### src/rtl/tft_frame_reader.sv
// Fetches the active frame from SDRAM in 4-word bursts into a small pixel FIFO
// and hands out one pixel per display request, flagging underflow and frame end.
module tft_frame_reader #(
  parameter int          H_ACTIVE        = 480,
  parameter int          V_ACTIVE        = 272,
  parameter logic [23:0] BASE_ADDR       = 24'h000000,
  parameter int          FIFO_DEPTH      = 16,
  parameter logic [15:0] UNDERFLOW_COLOR = 16'hF800
) (
  input  logic        clk,
  input  logic        rst,
  input  logic        en,
  input  logic        iFrame_Start,
  output logic [23:0] oSDRAM_Rd_Addr,
  output logic        oSDRAM_Rd_Req,
  input  logic        iSDRAM_Rd_Done,
  input  logic [15:0] iSDRAM_Rd_Data1,
  input  logic [15:0] iSDRAM_Rd_Data2,
  input  logic [15:0] iSDRAM_Rd_Data3,
  input  logic [15:0] iSDRAM_Rd_Data4,
  input  logic        iPixel_Req,
  output logic [15:0] oPixel_Data,
  output logic        oPixel_Valid,
  output logic        oUnderflow,
  output logic        oFrame_Done
);

  localparam int          AW           = $clog2(FIFO_DEPTH);
  localparam logic [16:0] LP_TOTAL     = 17'(H_ACTIVE * V_ACTIVE);
  localparam logic [AW:0] LP_ISSUE_MAX = (AW+1)'(FIFO_DEPTH - 4);
  localparam logic [AW:0] LP_CNT_FOUR  = (AW+1)'(4);
  localparam logic [AW:0] LP_CNT_ONE   = (AW+1)'(1);
  localparam logic [AW-1:0] LP_P1      = AW'(1);
  localparam logic [AW-1:0] LP_P2      = AW'(2);
  localparam logic [AW-1:0] LP_P3      = AW'(3);

  typedef enum logic [1:0] {S_IDLE, S_REQ, S_DRAIN} state_t;

  state_t        r_state;
  logic [16:0]   r_fetch_idx;
  logic [15:0]   r_mem [FIFO_DEPTH];
  logic [AW-1:0] r_wr_ptr;
  logic [AW-1:0] r_rd_ptr;
  logic [AW:0]   r_count;

  logic          w_push;
  logic          w_pop;
  logic          w_issue;
  logic [16:0]   w_fetch_next;
  logic [AW:0]   w_count_next;

  always_comb begin
    w_push  = (r_state == S_REQ) && iSDRAM_Rd_Done && !iFrame_Start;
    w_pop   = iPixel_Req && (r_count != '0) && !iFrame_Start;
    w_issue = (r_state == S_IDLE) && en && (r_fetch_idx < LP_TOTAL) &&
              (r_count <= LP_ISSUE_MAX) && !iFrame_Start;

    w_fetch_next = r_fetch_idx;
    w_count_next = r_count;
    if (iFrame_Start) begin
      w_fetch_next = '0;
      w_count_next = '0;
    end else begin
      if (w_push) w_fetch_next = r_fetch_idx + 17'd4;
      w_count_next = r_count + (w_push ? LP_CNT_FOUR : '0) - (w_pop ? LP_CNT_ONE : '0);
    end
  end

  // A request in flight cannot be aborted, so a frame restart parks in S_DRAIN
  // until its Done arrives and the stale burst is dropped.
  always_ff @(posedge clk or posedge rst) begin
    if (rst) begin
      r_state        <= S_IDLE;
      oSDRAM_Rd_Req  <= 1'b0;
      oSDRAM_Rd_Addr <= '0;
    end else begin
      case (r_state)
        S_IDLE: begin
          if (w_issue) begin
            r_state        <= S_REQ;
            oSDRAM_Rd_Req  <= 1'b1;
            oSDRAM_Rd_Addr <= BASE_ADDR + {7'd0, r_fetch_idx};
          end
        end
        S_REQ: begin
          if (iSDRAM_Rd_Done) begin
            r_state       <= S_IDLE;
            oSDRAM_Rd_Req <= 1'b0;
          end else if (iFrame_Start) begin
            r_state <= S_DRAIN;
          end
        end
        S_DRAIN: begin
          if (iSDRAM_Rd_Done) begin
            r_state       <= S_IDLE;
            oSDRAM_Rd_Req <= 1'b0;
          end
        end
        default: begin
          r_state       <= S_IDLE;
          oSDRAM_Rd_Req <= 1'b0;
        end
      endcase
    end
  end

  // Storage has no reset; occupancy is tracked by r_count alone.
  always_ff @(posedge clk) begin
    if (w_push) begin
      r_mem[r_wr_ptr]         <= iSDRAM_Rd_Data1;
      r_mem[r_wr_ptr + LP_P1] <= iSDRAM_Rd_Data2;
      r_mem[r_wr_ptr + LP_P2] <= iSDRAM_Rd_Data3;
      r_mem[r_wr_ptr + LP_P3] <= iSDRAM_Rd_Data4;
    end
  end

  always_ff @(posedge clk or posedge rst) begin
    if (rst) begin
      r_fetch_idx  <= '0;
      r_wr_ptr     <= '0;
      r_rd_ptr     <= '0;
      r_count      <= '0;
      oPixel_Data  <= '0;
      oPixel_Valid <= 1'b0;
      oUnderflow   <= 1'b0;
      oFrame_Done  <= 1'b0;
    end else begin
      r_fetch_idx  <= w_fetch_next;
      r_count      <= w_count_next;
      oPixel_Valid <= iPixel_Req;
      if (iFrame_Start) begin
        r_wr_ptr <= '0;
        r_rd_ptr <= '0;
      end else begin
        if (w_push) r_wr_ptr <= r_wr_ptr + AW'(4);
        if (w_pop)  r_rd_ptr <= r_rd_ptr + LP_P1;
      end
      if (iPixel_Req) oPixel_Data <= w_pop ? r_mem[r_rd_ptr] : UNDERFLOW_COLOR;
      if (iFrame_Start)
        oUnderflow <= 1'b0;
      else if (iPixel_Req && (r_count == '0))
        oUnderflow <= 1'b1;
      oFrame_Done <= !iFrame_Start && (w_fetch_next == LP_TOTAL) && (w_count_next == '0);
    end
  end

endmodule

### config.mk
export PLATFORM = sky130hd
export DESIGN_NAME = tft_frame_reader
export DESIGN_NICKNAME = d
export VERILOG_FILES = /design/src/rtl/tft_frame_reader.sv
export SDC_FILE = /design/constraint.sdc
export NUM_CORES = 1
export LEC_CHECK = 0
export BUFFER_PORTS_ARGS = -buffer_cell sky130_fd_sc_hd__buf_2
export CAP_MARGIN = 0
export CORE_ASPECT_RATIO = 0.8
export CORE_UTILIZATION = 32
export CTS_CLUSTER_DIAMETER = 40
export CTS_CLUSTER_SIZE = 25
export DETAILED_ROUTE_END_ITERATION = 16
export PLACE_DENSITY = 0.58
export SYNTH_ARGS = -nofsm -noshare
export SYNTH_HDL_FRONTEND = slang
export SYNTH_SLANG_ARGS = --single-unit
### constraint.sdc
create_clock -name clk -period 11.05 [get_ports clk]
set_input_delay 0.5525 -clock clk [delete_from_list [all_inputs] [get_ports clk]]
set_output_delay 0.5525 -clock clk [all_outputs]
set_load 0.02 [all_outputs]
Word level (Yosys, flattened, before mapping)
Memory sizes are Yosys's and may differ from the RTL's.
Cells that the tools add are included.
{"block": "classes", "addsub": 8, "mul": 0, "div": 0, "order_cmp": 2, "n_eq_ne": 7, "shifts": 0, "n_mux": 22, "n_bitwise": 0, "n_reduce_logical": 23}
{"cell": "$mux 17", "n": 2}
{"cell": "$add 17x3->17 const B", "n": 1}
{"cell": "$eq 17x17->1 const B", "n": 1}
{"cell": "$lt 17x17->1 const B", "n": 1}
{"cell": "$mux 16", "n": 1}
{"cell": "$mux 4", "n": 4}
{"cell": "$logic_and 1x1->1", "n": 11}
{"cell": "$logic_not 5->1", "n": 2}
{"cell": "$add 4x1->4 const B", "n": 2}
{"cell": "$add 4x2->4 const B", "n": 2}
{"cell": "$mux 2", "n": 4}
{"cell": "$mux 1", "n": 7}
{"cell": "$pmux 2 s3", "n": 1}
{"cell": "$reduce_bool 2->1", "n": 3}
{"cell": "$add 5x3->5", "n": 1}
{"cell": "$le 5x4->1 const B", "n": 1}
{"cell": "$mux 5", "n": 1}
{"cell": "$reduce_bool 5->1", "n": 1}
{"cell": "$sub 5x1->5", "n": 1}
{"cell": "$add 4x3->4 const B", "n": 1}
{"cell": "$ne 2x2->1 const B", "n": 2}
{"cell": "$reduce_and 2->1", "n": 2}
{"cell": "$mux 3", "n": 1}
{"cell": "$ne 3x3->1 const B", "n": 1}
{"cell": "other kinds (8)", "n": 8}
{"block": "totals", "ff_bits": 69, "latchBits": 0, "ramBits": 256, "mem_bits_ro": 0, "in_bits": 70, "output_inout_bits": 44, "elab_cells": 74, "mem_count": 1}
{"memory": "r_mem", "words": 16, "word_bits": 16, "rd": 1, "rd_ports_with_merged_regs": 0, "wr": 4, "line_no": "41", "text": "logic [15:0] r_mem [FIFO_DEPTH];"}

Longest topological paths before layout
{"block": "logic_depth", "depth_word": 9, "ltp_mapped": 13}

Worst setup path after synthesis
Ideal clock, no wire load.
{"block": "synth_path", "path_kind": "register -> register", "from": "reg r_state[1]", "to": "mem r_mem[0][0] (enable)", "setup_time_ns": 0.454, "t_arrival_ns": 3.298, "setup_slack_ns": 7.298, "path_stages_with_launch": 8, "period_less_slack_ns": 3.752, "cell_sequence": "dfrtp_1 > inv_1 > ha_1 > nand2_1 > nor2_1 > nand2_1 > inv_2 > clkbuf_1"}
{"item": "start: declaration", "line_no": "39", "text": "state_t r_state;"}
{"item": "start signal: assignment", "line_no": "73", "text": "r_state <= S_IDLE;"}
{"item": "start signal: assignment", "line_no": "80", "text": "r_state <= S_REQ;"}
{"item": "start signal: assignment", "line_no": "87", "text": "r_state <= S_IDLE;"}
{"item": "end: declaration", "line_no": "41"}

Worst setup path in the final report
{"block": "layout_path", "from": "reg r_count[1]", "to": "reg oFrame_Done"}
{"block": "layout_via", "elab_chain_cells": 8, "word_cells_on_any_way": 9}
{"item": "start: declaration", "line_no": "44", "text": "logic [AW:0] r_count;"}
{"item": "start signal: assignment", "line_no": "129", "text": "r_count <= w_count_next;"}
{"item": "parallel branches: the longest is 4 deep, another holds $add 5x3->5"}
{"item": "$sub 5x1->5 (*)", "line_no": "65", "text": "w_count_next = r_count + (w_push ? LP_CNT_FOUR : '0) - (w_pop ? LP_CNT_ONE : '0);"}
{"item": "$mux 5 (*)", "line_no": "60", "text": "if (iFrame_Start) begin"}
{"item": "$logic_not 5->1 (*)", "line_no": "143", "text": "oFrame_Done <= !iFrame_Start && (w_fetch_next == LP_TOTAL) && (w_count_next == '0);"}
{"item": "$logic_and 1x1->1 (*)", "line_no": "143"}
{"item": "end signal: assignment", "line_no": "143"}
{"item": "end: declaration", "line_no": "25", "text": "output logic oFrame_Done"}
Mark *: on every way between the ends.
A chain may end at the register's enable or synchronous reset.

==> flow_summary.ini <==
[detailed_routing]
vias = 9111
routed_wirelength_mm = 33.66
drtPass1Iterations = 5
vias_per_cell = 4.770
drt_iter0_markers = 678
postRouteAntennaNets = 0
routedWlPerCell_um = 17.62
drc = 0

[clock_tree]
cts_resized = 0
path_clk_slew_ns = 0.07
cts_setup_buffers = 0
postCtsHoldBufs = 0
cts_tree = done
cts_made_buffers = 40
htreeDepth = 2
clkSinkCount = 323
clockBufferDepth = 3
root_buffer = clkbuf_16
clkLatencyLatePin_ns = 0.55

[floorplan]
start_util = 0.3277
core_um2 = 44810
io_pins = 114
rows = 69
die-area_um2 = 46760
die_x_um = 241.5
die_h_um = 193.6

[synthesis]
yosys_warnings = 0
synth_cells = 1186
ys_seq_elements = 323
netlist_area_um2 = 14690
ys_types = 50
async_flop_share = 0.2074
avgSynthCellArea_um2 = 12.38
ys_seq_area_frac = 0.6376
synthFlopType = edfxtp_1
synth_edf_count = 256

[status]
run_status = finished, final reports clean

[place]
dp.cells = 1833
port_buffers = 106
gp_congestion = 0.7561
dpl_cell_area_um2 = 15750
dp_hpwl_mm = 20.68

[finish]
fillers = 4300
ff_latch_area_um2 = 9370
area_delta_synth_final_pct = 16.63
final_common_cell = nand2_1
final_cells = 1910
multi_input_area_um2 = 4850
layout-drive-gt1-share = 0.2270
utilization = 0.3823
final_cell_mix = nand2_1 (474), edfxtp_1 (256), buf_2 (106)
num-nets-final = 1358
post-route-cell-area_um2 = 17130

[setup_path]
crit_family = simple AND/OR/NAND/NOR gates
rr_endpoint = oFrame_Done
cp_num_buf_inv = 2
crit_chain = or2_2, o41a_1, nand2_1, inv_1, ha_1, inv_1, ha_1, fa_1, or4b_1, nor3_1, o21ai_0, or4_1, nor4_2
worstSetupPathType = flop to flop
crit_cells = 13
cp-end-kind = flop
r2r_slack_ns = 6.36
crit_fanout = 17
r2r_start = r_count[1]
cp.arrival_ns = 5.15
r2r_cells = 13
cp-startpoint = r_count[1]
worstSetupStartpointType = flop
slowest_delay_ns = 0.70
required_ns = 11.51
cp_slowest_cell = nand2_1
critical_path.endpoint = oFrame_Done

[grt]
antenna_found_initial = 6
grt_max_degree = 78
grt_pass1_vias = 9338
grt_util_all_layers = 0.1458
gr-total-overflow = 0
grt_pass1_wl_mm = 53.45

[sta]
relSlewSlack = 0.1790
fin_crit_sh = 0.4245
period_minus_slack_ns = 4.691
finalHoldViolations = 0
timing.fmax_mhz = 213.2
setup_tns_ns = 0
worst_pin_slew_ns = 1.232
setup_violations = 0
skew_ns = 0.02380
finalMaxSlewViolations = 0
rsz0062_at_grt = no

[job]
drv_cap = 0

[power]
leakage_nw = 6.491
worst_ir_drop_vdd_mv = 0.1069
cellPowerDensity_nw_per_um2 = 195.0

[worst_hold_path]
min_path_type = primary input to flop
## how the worst min path moves through the flow
stage / from / endpoint / slack, ns / cells after the start
after floorplan: r_state[0] / r_state[0] / 0.46 / 2
after global placement: oSDRAM_Rd_Addr[16] / oSDRAM_Rd_Addr[16] / 0.49 / 1
after detailed placement: oSDRAM_Rd_Addr[7] / oSDRAM_Rd_Addr[7] / 0.49 / 1
after CTS: iSDRAM_Rd_Data1[6] / r_mem[0][6] / 0.26 / 1
after global routing: iSDRAM_Rd_Data1[8] / r_mem[4][8] / 0.27 / 1
final: iSDRAM_Rd_Data1[6] / r_mem[0][6] / 0.29 / 1
## state kept, by name, summed over array words and instances, names as in the netlist
signal and flops:
r_wr_ptr 2, oSDRAM_Rd_Addr 17, oPixel_Valid 1, r_count 5, r_mem 256, r_fetch_idx 17
oPixel_Data 16, r_rd_ptr 4, oUnderflow 1, oFrame_Done 1, oSDRAM_Rd_Req 1, r_state 2
## cell type report
type	instances	share of cell area
sequential	323	0.5471
multi-input combinational	753	0.2831
clock buffer	42	0.06012
tap	603	0.04405
timing repair buffer	119	0.03667
clock inverter	32	0.02016
inverter	35	0.008328
antenna	3	0.0004383
## cells in the mapped netlist (all sizes together) (2+ instances only)
cell type / count / area [um2]
a21oi: 11 / 55.05
a31oi: 5 / 31.28
and3: 3 / 18.77
buf: 33 / 188.9
clkbuf: 48 / 180.2
dfrtp: 67 / 1677
edfxtp: 256 / 7687
ha: 15 / 187.7
inv: 35 / 131.4
mux2: 22 / 247.7
mux2i: 8 / 80.08
mux4: 64 / 1441
nand2: 474 / 1779
nand2b: 8 / 50.05
nand3: 5 / 25.02
nand4: 8 / 56.30
nor2: 24 / 90.09
nor2b: 5 / 31.28
nor3: 5 / 25.02
nor4: 2 / 18.77
o21ai: 5 / 25.02
o22ai: 24 / 150.1
o32ai: 16 / 140.1
or2: 3 / 18.77
or3: 3 / 20.02
or4: 2 / 15.01
xnor2: 8 / 70.07
xor2: 11 / 96.34
## through the flow
stage	total power (W)	worst slack [ns]	hold WS [ns]
floorplan	0.001879	7.298	0.4643
global placement	0.002034	6.194	0.4860
detailed placement	0.002046	6.088	0.4941
CTS	0.003390	6.341	0.2643
global route	0.003495	6.060	0.2748
finish	0.003339	6.359	0.2881
## cells by family after synthesis
kind of cell | count (synthesis) | share of synthesized area
multiplexers | 94 | 0.1205
AND/OR/NAND/NOR | 548 | 0.1498
AO/OA/AOI/OAI | 69 | 0.03229
XOR/XNOR | 19 | 0.01133
flip-flops | 323 | 0.6376
other | 1 | 0.0002554
buffers and inverters | 116 | 0.03408
adder cells (fa/ha/maj) | 16 | 0.01414
## layer usage
layer  wire length [um]  GRT usage  share of wire  vias to the layer above
met4                670    0.03774          0.020                        6
met2              15850     0.2352           0.47                      208
li1                   -          -              -                     4370
met5                 34          0         0.0010                        -
met1              15210     0.1982           0.45                     4472
met3               1893    0.03288          0.056                       55
## power by group
| group | internal [W] | total, W | switching, W |
|---|---|---|---|
| clock network | 0.000742 | 0.00133 | 0.000588 |
| logic | 0.000246 | 0.000570 | 0.000324 |
| registers | 0.00139 | 0.00144 | 0.0000501 |
(Power assumes the default switching activity.)
